<file path="config.mk">
export PLATFORM = sky130hd
export DESIGN_NAME = dm_access_ctrl_flat
export DESIGN_NICKNAME = d
export VERILOG_FILES = /design/src/rtl/dm_access_ctrl_if.sv /design/src/rtl/dm_access_ctrl.sv /design/src/flat_wrapper.sv
export SDC_FILE = /design/constraint.sdc
export NUM_CORES = 1
export LEC_CHECK = 0
export CAP_MARGIN = 10
export CORE_MARGIN = 10
export CORE_UTILIZATION = 52
export CTS_BUF_LIST = sky130_fd_sc_hd__clkbuf_4 sky130_fd_sc_hd__clkbuf_8
export DETAILED_ROUTE_END_ITERATION = 12
export PLACE_DENSITY = 0.94
export SLEW_MARGIN = 10
export SYNTH_ARGS = -nofsm -noshare
export SYNTH_HDL_FRONTEND = slang
export SYNTH_SLANG_ARGS = --single-unit
</file>
<file path="constraint.sdc">
create_clock -name clk -period 4.28 [get_ports clk]
set_input_delay 0.428 -clock clk [delete_from_list [all_inputs] [get_ports clk]]
set_output_delay 0.428 -clock clk [all_outputs]
set_load 0.01 [all_outputs]
</file>
<file path="src/rtl/dm_access_ctrl_if.sv">
// Bus bundle for dm_access_ctrl: transfer request, producer/consumer streams and DM port.
// The master modport is the requester/memory side; the slave modport is the controller.
interface dm_access_ctrl_if #(
    parameter int unsigned DMA_SIZE = 17,
    parameter int unsigned DMD_SIZE = 16,
    parameter int unsigned CNT_SIZE = 8
);
    logic                start;
    logic                wr_mode;
    logic [DMA_SIZE-1:0] base_add;
    logic [DMA_SIZE-1:0] modify;
    logic [CNT_SIZE-1:0] count;
    logic [DMA_SIZE-1:0] buf_len;
    logic [DMD_SIZE-1:0] wr_data;
    logic                wr_valid;
    logic                wr_ready;
    logic [DMD_SIZE-1:0] rd_data;
    logic                rd_valid;
    logic                busy;
    logic                done;
    logic                ps_dm_cslt;
    logic                ps_dm_wrb;
    logic [DMA_SIZE-1:0] dg_dm_add;
    logic [DMD_SIZE-1:0] bc_dt;
    logic [DMD_SIZE-1:0] dm_bc_dt;

    modport master (
        output start, wr_mode, base_add, modify, count, buf_len, wr_data, wr_valid, dm_bc_dt,
        input  wr_ready, rd_data, rd_valid, busy, done, ps_dm_cslt, ps_dm_wrb, dg_dm_add, bc_dt
    );

    modport slave (
        input  start, wr_mode, base_add, modify, count, buf_len, wr_data, wr_valid, dm_bc_dt,
        output wr_ready, rd_data, rd_valid, busy, done, ps_dm_cslt, ps_dm_wrb, dg_dm_add, bc_dt
    );
endinterface

</file>
<file path="src/rtl/dm_access_ctrl.sv">
// Data-memory transfer sequencer: issues read/write bursts with post-modify addressing.
// Define DAG_CIRC_EN to enable circular-buffer address wrapping (buf_len != 0).
module dm_access_ctrl #(
    parameter int unsigned DMA_SIZE = 17,
    parameter int unsigned DMD_SIZE = 16,
    parameter int unsigned CNT_SIZE = 8
) (
    input  logic            clk,
    input  logic            reset,
    dm_access_ctrl_if.slave bus
);
    typedef enum logic [1:0] {
        IDLE = 2'd0,
        RUN  = 2'd1,
        TAIL = 2'd2
    } state_e;

    state_e              state_q;
    logic                wr_mode_q;
    logic [DMA_SIZE-1:0] base_q;
    logic [DMA_SIZE-1:0] modify_q;
    logic [DMA_SIZE-1:0] addr_q;
    logic [DMA_SIZE-1:0] last_add_q;
    logic [CNT_SIZE-1:0] rem_q;
    logic [DMD_SIZE-1:0] bc_dt_q;
    logic [DMD_SIZE-1:0] rd_last_q;
    logic                busy_q;
    logic                done_q;
    logic                wr_ready_q;
    logic                rd_valid_q;

    logic                access_c;
    logic [DMA_SIZE-1:0] addr_next_c;

    // A write access happens in the very cycle the producer offers a word.
    assign access_c = (state_q == RUN) && (!wr_mode_q || bus.wr_valid);

`ifdef DAG_CIRC_EN
    localparam int unsigned OFS_W = DMA_SIZE + 2;

    logic [DMA_SIZE-1:0]     buf_len_q;
    logic [DMA_SIZE-1:0]     rel_c;
    logic signed [OFS_W-1:0] ofs_c;
    logic signed [OFS_W-1:0] len_c;

    // Wrap on the offset from base so buffers straddling 2^DMA_SIZE still work.
    always_comb begin
        rel_c       = addr_q - base_q;
        len_c       = signed'(OFS_W'(buf_len_q));
        ofs_c       = signed'(OFS_W'(rel_c)) + OFS_W'(signed'(modify_q));
        addr_next_c = addr_q + modify_q;
        if (buf_len_q != '0) begin
            if (ofs_c >= len_c) begin
                ofs_c = ofs_c - len_c;
            end else if (ofs_c[OFS_W-1]) begin
                ofs_c = ofs_c + len_c;
            end
            addr_next_c = base_q + DMA_SIZE'(ofs_c);
        end
    end
`else
    logic unused_buf_len;
    assign unused_buf_len = ^bus.buf_len;
    assign addr_next_c    = addr_q + modify_q;
`endif

    assign bus.ps_dm_cslt = access_c;
    assign bus.ps_dm_wrb  = access_c && wr_mode_q;
    assign bus.dg_dm_add  = access_c ? addr_q : last_add_q;
    assign bus.bc_dt      = bc_dt_q;
    assign bus.rd_data    = rd_valid_q ? bus.dm_bc_dt : rd_last_q;
    assign bus.rd_valid   = rd_valid_q;
    assign bus.busy       = busy_q;
    assign bus.done       = done_q;
    assign bus.wr_ready   = wr_ready_q;

    always_ff @(posedge clk or posedge reset) begin
        if (reset) begin
            state_q    <= IDLE;
            wr_mode_q  <= 1'b0;
            base_q     <= '0;
            modify_q   <= '0;
            addr_q     <= '0;
            last_add_q <= '0;
            rem_q      <= '0;
            bc_dt_q    <= '0;
            rd_last_q  <= '0;
            busy_q     <= 1'b0;
            done_q     <= 1'b0;
            wr_ready_q <= 1'b0;
            rd_valid_q <= 1'b0;
`ifdef DAG_CIRC_EN
            buf_len_q  <= '0;
`endif
        end else begin
            done_q     <= 1'b0;
            rd_valid_q <= access_c && !wr_mode_q;
            if (rd_valid_q) begin
                rd_last_q <= bus.dm_bc_dt;
            end
            case (state_q)
                IDLE: begin
                    if (bus.start) begin
                        if (bus.count != '0) begin
                            state_q    <= RUN;
                            wr_mode_q  <= bus.wr_mode;
                            base_q     <= bus.base_add;
                            modify_q   <= bus.modify;
                            addr_q     <= bus.base_add;
                            rem_q      <= bus.count;
                            busy_q     <= 1'b1;
                            wr_ready_q <= bus.wr_mode;
`ifdef DAG_CIRC_EN
                            buf_len_q  <= bus.buf_len;
`endif
                        end else begin
                            done_q <= 1'b1;
                        end
                    end
                end
                RUN: begin
                    if (access_c) begin
                        last_add_q <= addr_q;
                        addr_q     <= addr_next_c;
                        rem_q      <= rem_q - CNT_SIZE'(1);
                        if (wr_mode_q) begin
                            bc_dt_q <= bus.wr_data;
                        end
                        // Last access: write data / read data land during TAIL.
                        if (rem_q == CNT_SIZE'(1)) begin
                            state_q    <= TAIL;
                            done_q     <= 1'b1;
                            wr_ready_q <= 1'b0;
                        end
                    end
                end
                TAIL: begin
                    state_q <= IDLE;
                    busy_q  <= 1'b0;
                end
                default: begin
                    state_q <= IDLE;
                    busy_q  <= 1'b0;
                end
            endcase
        end
    end
endmodule

</file>
<file path="src/flat_wrapper.sv">
// flat-port wrapper written by rule: the top's interface ports become plain ports
module dm_access_ctrl_flat 
#(
    parameter int unsigned DMA_SIZE = 17,
    parameter int unsigned DMD_SIZE = 16,
    parameter int unsigned CNT_SIZE = 8
)
  (clk, reset, bus_start, bus_wr_mode, bus_base_add, bus_modify, bus_count, bus_buf_len, bus_wr_data, bus_wr_valid, bus_dm_bc_dt, bus_wr_ready, bus_rd_data, bus_rd_valid, bus_busy, bus_done, bus_ps_dm_cslt, bus_ps_dm_wrb, bus_dg_dm_add, bus_bc_dt);
  dm_access_ctrl_if #(.DMA_SIZE(DMA_SIZE), .DMD_SIZE(DMD_SIZE), .CNT_SIZE(CNT_SIZE)) bus_i ();
  input  logic clk;
  input  logic reset;
  input wire logic [$bits(bus_i.start)-1:0] bus_start;
  input wire logic [$bits(bus_i.wr_mode)-1:0] bus_wr_mode;
  input wire logic [$bits(bus_i.base_add)-1:0] bus_base_add;
  input wire logic [$bits(bus_i.modify)-1:0] bus_modify;
  input wire logic [$bits(bus_i.count)-1:0] bus_count;
  input wire logic [$bits(bus_i.buf_len)-1:0] bus_buf_len;
  input wire logic [$bits(bus_i.wr_data)-1:0] bus_wr_data;
  input wire logic [$bits(bus_i.wr_valid)-1:0] bus_wr_valid;
  input wire logic [$bits(bus_i.dm_bc_dt)-1:0] bus_dm_bc_dt;
  output wire logic [$bits(bus_i.wr_ready)-1:0] bus_wr_ready;
  output wire logic [$bits(bus_i.rd_data)-1:0] bus_rd_data;
  output wire logic [$bits(bus_i.rd_valid)-1:0] bus_rd_valid;
  output wire logic [$bits(bus_i.busy)-1:0] bus_busy;
  output wire logic [$bits(bus_i.done)-1:0] bus_done;
  output wire logic [$bits(bus_i.ps_dm_cslt)-1:0] bus_ps_dm_cslt;
  output wire logic [$bits(bus_i.ps_dm_wrb)-1:0] bus_ps_dm_wrb;
  output wire logic [$bits(bus_i.dg_dm_add)-1:0] bus_dg_dm_add;
  output wire logic [$bits(bus_i.bc_dt)-1:0] bus_bc_dt;
  assign bus_i.start = bus_start;
  assign bus_i.wr_mode = bus_wr_mode;
  assign bus_i.base_add = bus_base_add;
  assign bus_i.modify = bus_modify;
  assign bus_i.count = bus_count;
  assign bus_i.buf_len = bus_buf_len;
  assign bus_i.wr_data = bus_wr_data;
  assign bus_i.wr_valid = bus_wr_valid;
  assign bus_i.dm_bc_dt = bus_dm_bc_dt;
  assign bus_wr_ready = bus_i.wr_ready;
  assign bus_rd_data = bus_i.rd_data;
  assign bus_rd_valid = bus_i.rd_valid;
  assign bus_busy = bus_i.busy;
  assign bus_done = bus_i.done;
  assign bus_ps_dm_cslt = bus_i.ps_dm_cslt;
  assign bus_ps_dm_wrb = bus_i.ps_dm_wrb;
  assign bus_dg_dm_add = bus_i.dg_dm_add;
  assign bus_bc_dt = bus_i.bc_dt;
  dm_access_ctrl #(.DMA_SIZE(DMA_SIZE), .DMD_SIZE(DMD_SIZE), .CNT_SIZE(CNT_SIZE)) u_core (.clk(clk), .reset(reset), .bus(bus_i));
endmodule
</file>
==> run_results.csv, run 1 <==
group,metric,value,unit
outcome,outcome,"completed",
drt,via_count,3953,
pwr,p_comb_share,59.9,%
final_layout,drive_above_1_share,14.0,%
clock_tree,cts_tree,"done",
timing,period_minus_slack,3.16,ns
logic_synthesis,ys_top_cells_by_area,"dfrtp_1 (50%), mux2_2 (9.5%), nand2_1 (7.2%)",
drt,drtIter0Drc,230,
drt,dr.pass1.iters,4,
grt,grt_pass1_wl,20300,microns
timing,worst_slew_pin_slew,1.04,ns
setup_path,cp-startpoint,"bus_wr_valid",
pwr,power.leakage,2.90,nW
final_layout,area_growth,32.7,%
grt,grt.overflow.total,0,
logic_synthesis,syn_nets,585,
pwr,p_sw_share,41.0,%
setup_path,required,3.85,ns
final_layout,n_fill_cell,676,
placed_design,dp_hpwl,9590,microns
grt,grt_max_degree,66,
timing,max_freq,0.316,GHz
logic_synthesis,synth.top_cell.area_share,50.3,%
logic_synthesis,yosys_register_bits,98,
clock_tree,cts_max_level,3,
flow_run,cap_violations,0,
die,coreArea,9200,sq um
timing,setup_viol,0,
drt,drt-total-wl,12700,microns
pwr,power.density,893,nW/um^2
placed_design,dp.cells,697,
timing,skew,0.0120,ns
clock_tree,clockBufferDepth,2,
setup_path,crit_type,"input port to output port",
logic_synthesis,synth_cells,470,
timing,slew_headroom,30.6,%
setup_path,worstSetupStartpointType,"input port",
drt,vias_per_cell,5.54,
pwr,total_power,0.00578,W
die,start_util,53.0,%
pwr,vdd_drop_max,0.357,mV
placed_design,finalWeightedCongestion,0.877,
logic_synthesis,async_reset_ff_share,100,%
grt,antenna_found_initial,0,
clock_tree,clock_latency,0.36,ns
logic_synthesis,yosysWarningCount,0,
setup_path,worst_setup_path_end_kind,"output port",
logic_synthesis,netlist_area,4880,sq um
drt,route.detailed.drc,0,
timing,hold_viol_final,0,
timing,rsz0062_at_grt,"false",
clock_tree,numCtsBuffers,9,
grt,grt_util_all_layers,18.7,%
final_layout,final_cell_count_no_fill,713,
logic_synthesis,synth_edf_count,0,
clock_tree,post_cts_buffers,0,
setup_path,cp.arrival,2.74,ns
timing,setup_tns,0,ns
worst_hold_path,holdCritPathClass,"flip-flop to flip-flop",
drt,wl_per_cell,17.8,microns
clock_tree,cts_root_buffer,"clkbuf_8",
timing,slew_viol_final,0,
pwr,seqPwrFrac,29.5,%
drt,antenna_left,0,
die,die-area,13700,sq um
clock_tree,cts.clk_slew.worst_paths,0.09,ns
clock_tree,cts_hold_buf,0,
die,ios,151,
logic_synthesis,ys_seq_area_share,50.3,%
timing,fin_crit_sh,73.9,%
logic_synthesis,ys_types,52,
pwr,switchingPower,0.00237,W
clock_tree,cts.sinks,98,
clock_tree,cts_resized,0,
final_layout,finish.net_count,712,
logic_synthesis,avgSynthCellArea,10.4,sq um
logic_synthesis,synth_area_leader_cell,"dfrtp_1",
worst_hold_path,holdCritStartpoint,"u_core.last_add_q[11]$_DFFE_PP0P_",
die,row_count,35,
pwr,p_clk_share,10.7,%
placed_design,io_buffers,133,
setup_path,r2r_start,"u_core.addr_q[0]$_DFFE_PP0P_",
setup_path,crit_fanout,25,
die,die_w,117,microns
logic_synthesis,synth-main-ff-cell,"dfrtp_1",
grt,grt_pass1_vias,4157,
die,die_height,117,microns
pwr,p_int,0.00341,W
final_layout,diodes,0,
layout make-up:
| cell class | instances | area, sq um | area share, % |
|---|---|---|---|
| timing repair buffer | 138 | 1370 | 21.1 |
| sequential | 98 | 2450 | 37.9 |
| clock inverter | 6 | 72.6 | 1.12 |
| clock buffer | 10 | 138 | 2.13 |
| tap | 111 | 139 | 2.15 |
| inverter | 9 | 36.3 | 0.560 |
| multi-input combinational | 341 | 2270 | 35.0 |
final timing paths:
kind | cells past startpoint | slack (ns) | endpoint
worst min-delay path | 2 | 0.47 | u_core.last_add_q[11]$_DFFE_PP0P_
worst max-delay path | 8 | 1.12 | bus_ps_dm_wrb
worst max register to register | 9 | 1.45 | u_core.addr_q[16]$_DFFE_PP0P_
min in group asynchronous | 2 | 0.59 | u_core.rd_last_q[14]$_DFF_PP0_
worst min register to register | 2 | 0.47 | u_core.last_add_q[11]$_DFFE_PP0P_
max in group asynchronous | 3 | 2.76 | u_core.addr_q[5]$_DFFE_PP0P_
power by group through the flow:
stage | Combinational (W) | Sequential, W | Clock (W)
6_report | 0.00346 | 0.00171 | 0.000616
5_1_grt | 0.00385 | 0.00176 | 0.000669
4_1_cts | 0.00346 | 0.00170 | 0.000629
3_5_place_dp | 0.00343 | 0.00172 | 0
3_3_place_gp | 0.00330 | 0.00168 | 0
2_1_floorplan | 0.00234 | 0.00165 | 0
cell usage in the layout, fill, tap and decap left out, drive strengths merged, types with 2 or more instances in the layout:
cell type      count
clkdlybuf4s50    133
dfrtp             98
nand2             95
mux2              50
a21oi             38
nor2              28
o21ai             25
ha                18
inv               11
nand3             10
clkbuf            10
xnor2              8
a21o               8
a31oi              6
xor2               5
nor3               5
buf                5
nor2b              4
nand2b             4
and3               4
or3                3
o211ai             3
o22ai              3
clkinvlp           3
mux2i              2
a211oi             2
o21bai             2
nor4               2
or4                2
a31o               2
stage by stage:
stage	setup slack [ns]	cell area (sq um)	util (%)	hold slack (ns)
global route	0.925	6470	70.4	0.508
finish	1.12	6470	70.4	0.474
global placement	1.15	6260	68.1	0.451
detailed placement	1.12	6260	68.1	0.457
floorplan	1.29	4880	-	0.439
CTS	1.10	6470	70.4	0.478
layer usage:
| layer | wire length [microns] | up-vias | track usage [%] | share of wire, % |
|---|---|---|---|---|
| li1 | - | 1888 | - | - |
| met1 | 5080 | 1899 | 22.2 | 40 |
| met2 | 6460 | 138 | 32.6 | 51 |
| met3 | 836 | 28 | 3.92 | 6.6 |
| met5 | 0 | - | 0 | 0 |
| met4 | 300 | 0 | 7.08 | 2.4 |
state kept, by name, summed over array words and instances (netlist names):
| register | count |
|---|---|
| u_core.addr_q | 17 |
| u_core.last_add_q | 17 |
| u_core.modify_q | 17 |
| u_core.bus.bc_dt | 16 |
| u_core.rd_last_q | 16 |
| u_core.rem_q | 8 |
| u_core.state_q | 2 |
| u_core.bus.busy | 1 |
| u_core.bus.done | 1 |
| u_core.bus.rd_valid | 1 |
| u_core.bus.wr_ready | 1 |
| u_core.wr_mode_q | 1 |
synthesized netlist by cell type, types with 2 or more instances:
cell       n
nand2_1   94
o22ai_1    3
buf_2      4
inv_1      8
nor2_1    25
ha_1      18
nor2b_1    4
o211ai_1   3
a211oi_1   2
xnor2_1    8
o21ai_0   24
xor2_1     5
dfrtp_1   98
nor2_4     2
mux2_2    41
buf_6      5
mux2i_1    2
or3_1      3
a21oi_1   38
clkbuf_1  12
mux2_4     9
a31oi_1    6
nand2b_1   4
o21bai_1   2
a21o_1     7
nor4_1     2
nand3_1   10
nor3_1     5
and3_1     3
cell families (layout without fill, tap and decap cells):
kind of cell | Yosys count | in the layout | synth area share [%]
adder cells (fa/ha/maj) | 19 | 19 | 5.03
AO/OA/AOI/OAI | 98 | 98 | 12.2
AND/OR/NAND/NOR | 159 | 159 | 14.3
multiplexers | 52 | 52 | 12.6
flip-flops | 98 | 98 | 50.3
XOR/XNOR | 13 | 13 | 2.33
buffers and inverters | 31 | 163 | 3.26
critical path: stages:
cell             delay [ns]
clkdlybuf4s50_1        0.46
nor2b_1                0.05
nand2b_1               0.13
buf_4                  0.23
inv_2                  0.40
nand2_2                0.35
inv_1                  0.12
clkdlybuf4s50_1        0.55
(Power assumes the default switching activity.)
==> run 2, diff against run 1 <==
--- a/config.mk
+++ b/config.mk
@@ -7,10 +7,10 @@
 export LEC_CHECK = 0
 export CAP_MARGIN = 10
 export CORE_MARGIN = 10
-export CORE_UTILIZATION = 52
+export CORE_UTILIZATION = 44
 export CTS_BUF_LIST = sky130_fd_sc_hd__clkbuf_4 sky130_fd_sc_hd__clkbuf_8
 export DETAILED_ROUTE_END_ITERATION = 12
-export PLACE_DENSITY = 0.94
+export PLACE_DENSITY = 0.85
 export SLEW_MARGIN = 10
 export SYNTH_ARGS = -nofsm -noshare
 export SYNTH_HDL_FRONTEND = slang
==> constraint.sdc (replaced) <==
create_clock -name clk -period 2.7 [get_ports clk]
set_input_delay 0.27 -clock clk [delete_from_list [all_inputs] [get_ports clk]]
set_output_delay 0.27 -clock clk [all_outputs]
set_load 0.01 [all_outputs]
==> run 2 against run 1 <==
Compared with the run above: flip-flop and latch count unchanged; non-clock buffer count grew 7; global-route usage is 2.6 points lower; first-iteration DRC count is 4.8% lower; sequential power up 57%; combinational power up 62%; setup slack got worse by 0.99 ns; clock power increased by 67%; cell area increased by 1.8%; routed wire length grew 2.0%; hold slack lost 0.11 ns; via count fell by 0.38%; largest cell class unchanged.
==> run_results.csv, run 2 (synthesized netlist as in run 1, its figures left out) <==
group,metric,value,unit
outcome,outcome,"completed",
die,row_count,38,
worst_hold_path,holdCritPathClass,"input port to async pin",
die,die_w,125,microns
timing,fin_crit_sh,95.2,%
setup_path,path_buf_inv,0,
grt,grt_pass1_wl,21100,microns
placed_design,dp_hpwl,9900,microns
setup_path,crit_type,"flip-flop to flip-flop",
final_layout,final_common_cell,"clkdlybuf4s50_1",
timing,worst_slew_pin_slew,0.861,ns
clock_tree,clock_latency,0.36,ns
drt,wl_per_cell,17.3,microns
placed_design,dp_slack,0.182,ns
clock_tree,post_cts_buffers,0,
timing,period_minus_slack,2.57,ns
timing,slew_viol_final,0,
timing,setup_tns,0,ns
final_layout,final_cell_mix,"clkdlybuf4s50_1 (133), dfrtp_1 (98), nand2_1 (94)",
timing,hold_viol_final,0,
final_layout,finish.net_count,719,
drt,antenna_left,0,
clock_tree,cts_resized,0,
setup_path,slowest_delay,0.41,ns
die,ios,151,
clock_tree,numCtsBuffers,9,
clock_tree,cts.clk_slew.worst_paths,0.09,ns
timing,max_freq,0.389,GHz
setup_path,cp.arrival,2.81,ns
pwr,total_power,0.00930,W
setup_path,worstSetupStartpointType,"flip-flop",
clock_tree,cts_max_level,3,
die,die_height,125,microns
setup_path,slowest_stage,"fa_1",
drt,drt-total-wl,12900,microns
grt,grt_pass1_vias,4100,
drt,drtIter0Drc,219,
grt,grt_util_all_layers,16.1,%
clock_tree,clockBufferDepth,2,
timing,setup_viol,0,
final_layout,drive_above_1_share,14.8,%
timing,setup_ws,0.129,ns
pwr,vdd_drop_max,0.644,mV
final_layout,diodes,0,
clock_tree,cts.sinks,98,
final_layout,largestRegisters,"u_core.addr_q x17, u_core.last_add_q x17, u_core.modify_q x17",
drt,route.detailed.drc,0,
setup_path,cp_cell_sequence,"ha_1, fa_1, a21o_1, o21ai_0, a32oi_1, a31oi_1, xor2_1, a21oi_1, a2bb2oi_2",
clock_tree,cts_root_buffer,"clkbuf_8",
clock_tree,cts_tree,"done",
setup_path,required,2.94,ns
timing,skew,0.0101,ns
setup_path,worst_setup_path_end_kind,"flip-flop",
die,coreArea,10800,sq um
die,start_util,45.0,%
setup_path,crit_fanout,3,
grt,grt_max_degree,43,
setup_path,crit_family,"compound AO/OA/AOI/OAI gates",
timing,rsz0062_at_grt,"false",
drt,vias_per_cell,5.26,
final_layout,area_growth,35.1,%
pwr,power.leakage,2.96,nW
placed_design,finalWeightedCongestion,0.905,
grt,grt.overflow.total,0,
die,die-area,15700,sq um
drt,dr.pass1.iters,4,
clock_tree,cts_hold_buf,0,
drt,via_count,3938,
flow_run,cap_violations,0,
timing,slew_headroom,42.6,%
pwr,power.density,1410,nW/um^2
placed_design,io_buffers,133,
grt,antenna_found_initial,0,
run 2: changes by cell type in the layout (fill, tap and decap cells not counted), sizes merged:
cell and change:
clkinvlp -2, clkbuf +2, bufinv +1, inv -3
buf +7, clkinv +1
run 2: per-stage QoR:
step                hold slack (ns)  instances  area (sq um)  util [%]
floorplan                     0.410        470          4880         -
global placement              0.451        733          6380      58.8
detailed placement            0.457        733          6380      58.8
CTS                           0.375        748          6590      60.8
global route                  0.400        748          6590      60.8
finish                        0.367        748          6590      60.8
run 2: final cells by class:
class | instances | area, sq um
multi-input combinational | 341 | 2270
inverter | 9 | 37.5
tap | 140 | 175
timing repair buffer | 145 | 1450
fill | 894 | 4250
clock buffer | 12 | 146
sequential | 98 | 2450
clock inverter | 3 | 65.1
run 2: power by group:
part / internal [W] / total [W] / switching (W)
registers: 0.00223 / 0.00268 / 0.000456
clock network: 0.000548 / 0.00103 / 0.000478
logic: 0.00281 / 0.00559 / 0.00278
run 2: per-layer routing:
layer  wire length (microns)  vias up  GRT usage [%]
li1                        -     1894              -
met1                    5600     1923           20.3
met2                    6490      110           27.4
met3                     661       11           2.75
met4                     179        0           5.35
met5                       0        -              0
run 2: worst paths after layout:
check,startpoint,endpoint,slack [ns],cells after the start
setup / recovery,u_core.addr_q[0]$_DFFE_PP0P_,u_core.addr_q[16]$_DFFE_PP0P_,0.13,9
hold reg to reg,u_core.last_add_q[0]$_DFFE_PP0P_,u_core.last_add_q[0]$_DFFE_PP0P_,0.48,2
setup reg to reg,u_core.addr_q[0]$_DFFE_PP0P_,u_core.addr_q[16]$_DFFE_PP0P_,0.13,9
max in group asynchronous,reset,u_core.rd_last_q[12]$_DFF_PP0_,1.69,3
hold / removal,reset,u_core.bus.bc_dt[11]$_DFFE_PP0P_,0.37,2
min in group clk,bus_base_add[0],u_core.addr_q[0]$_DFFE_PP0P_,0.48,3
run 2: worst register-to-register path, stage by stage (launching register included):
cell       delay [ns]
dfrtp_1          0.40
ha_1             0.23
fa_1             0.41
a21o_1           0.21
o21ai_0          0.29
a32oi_1          0.23
a31oi_1          0.22
xor2_1           0.21
a21oi_1          0.10
a2bb2oi_2        0.14
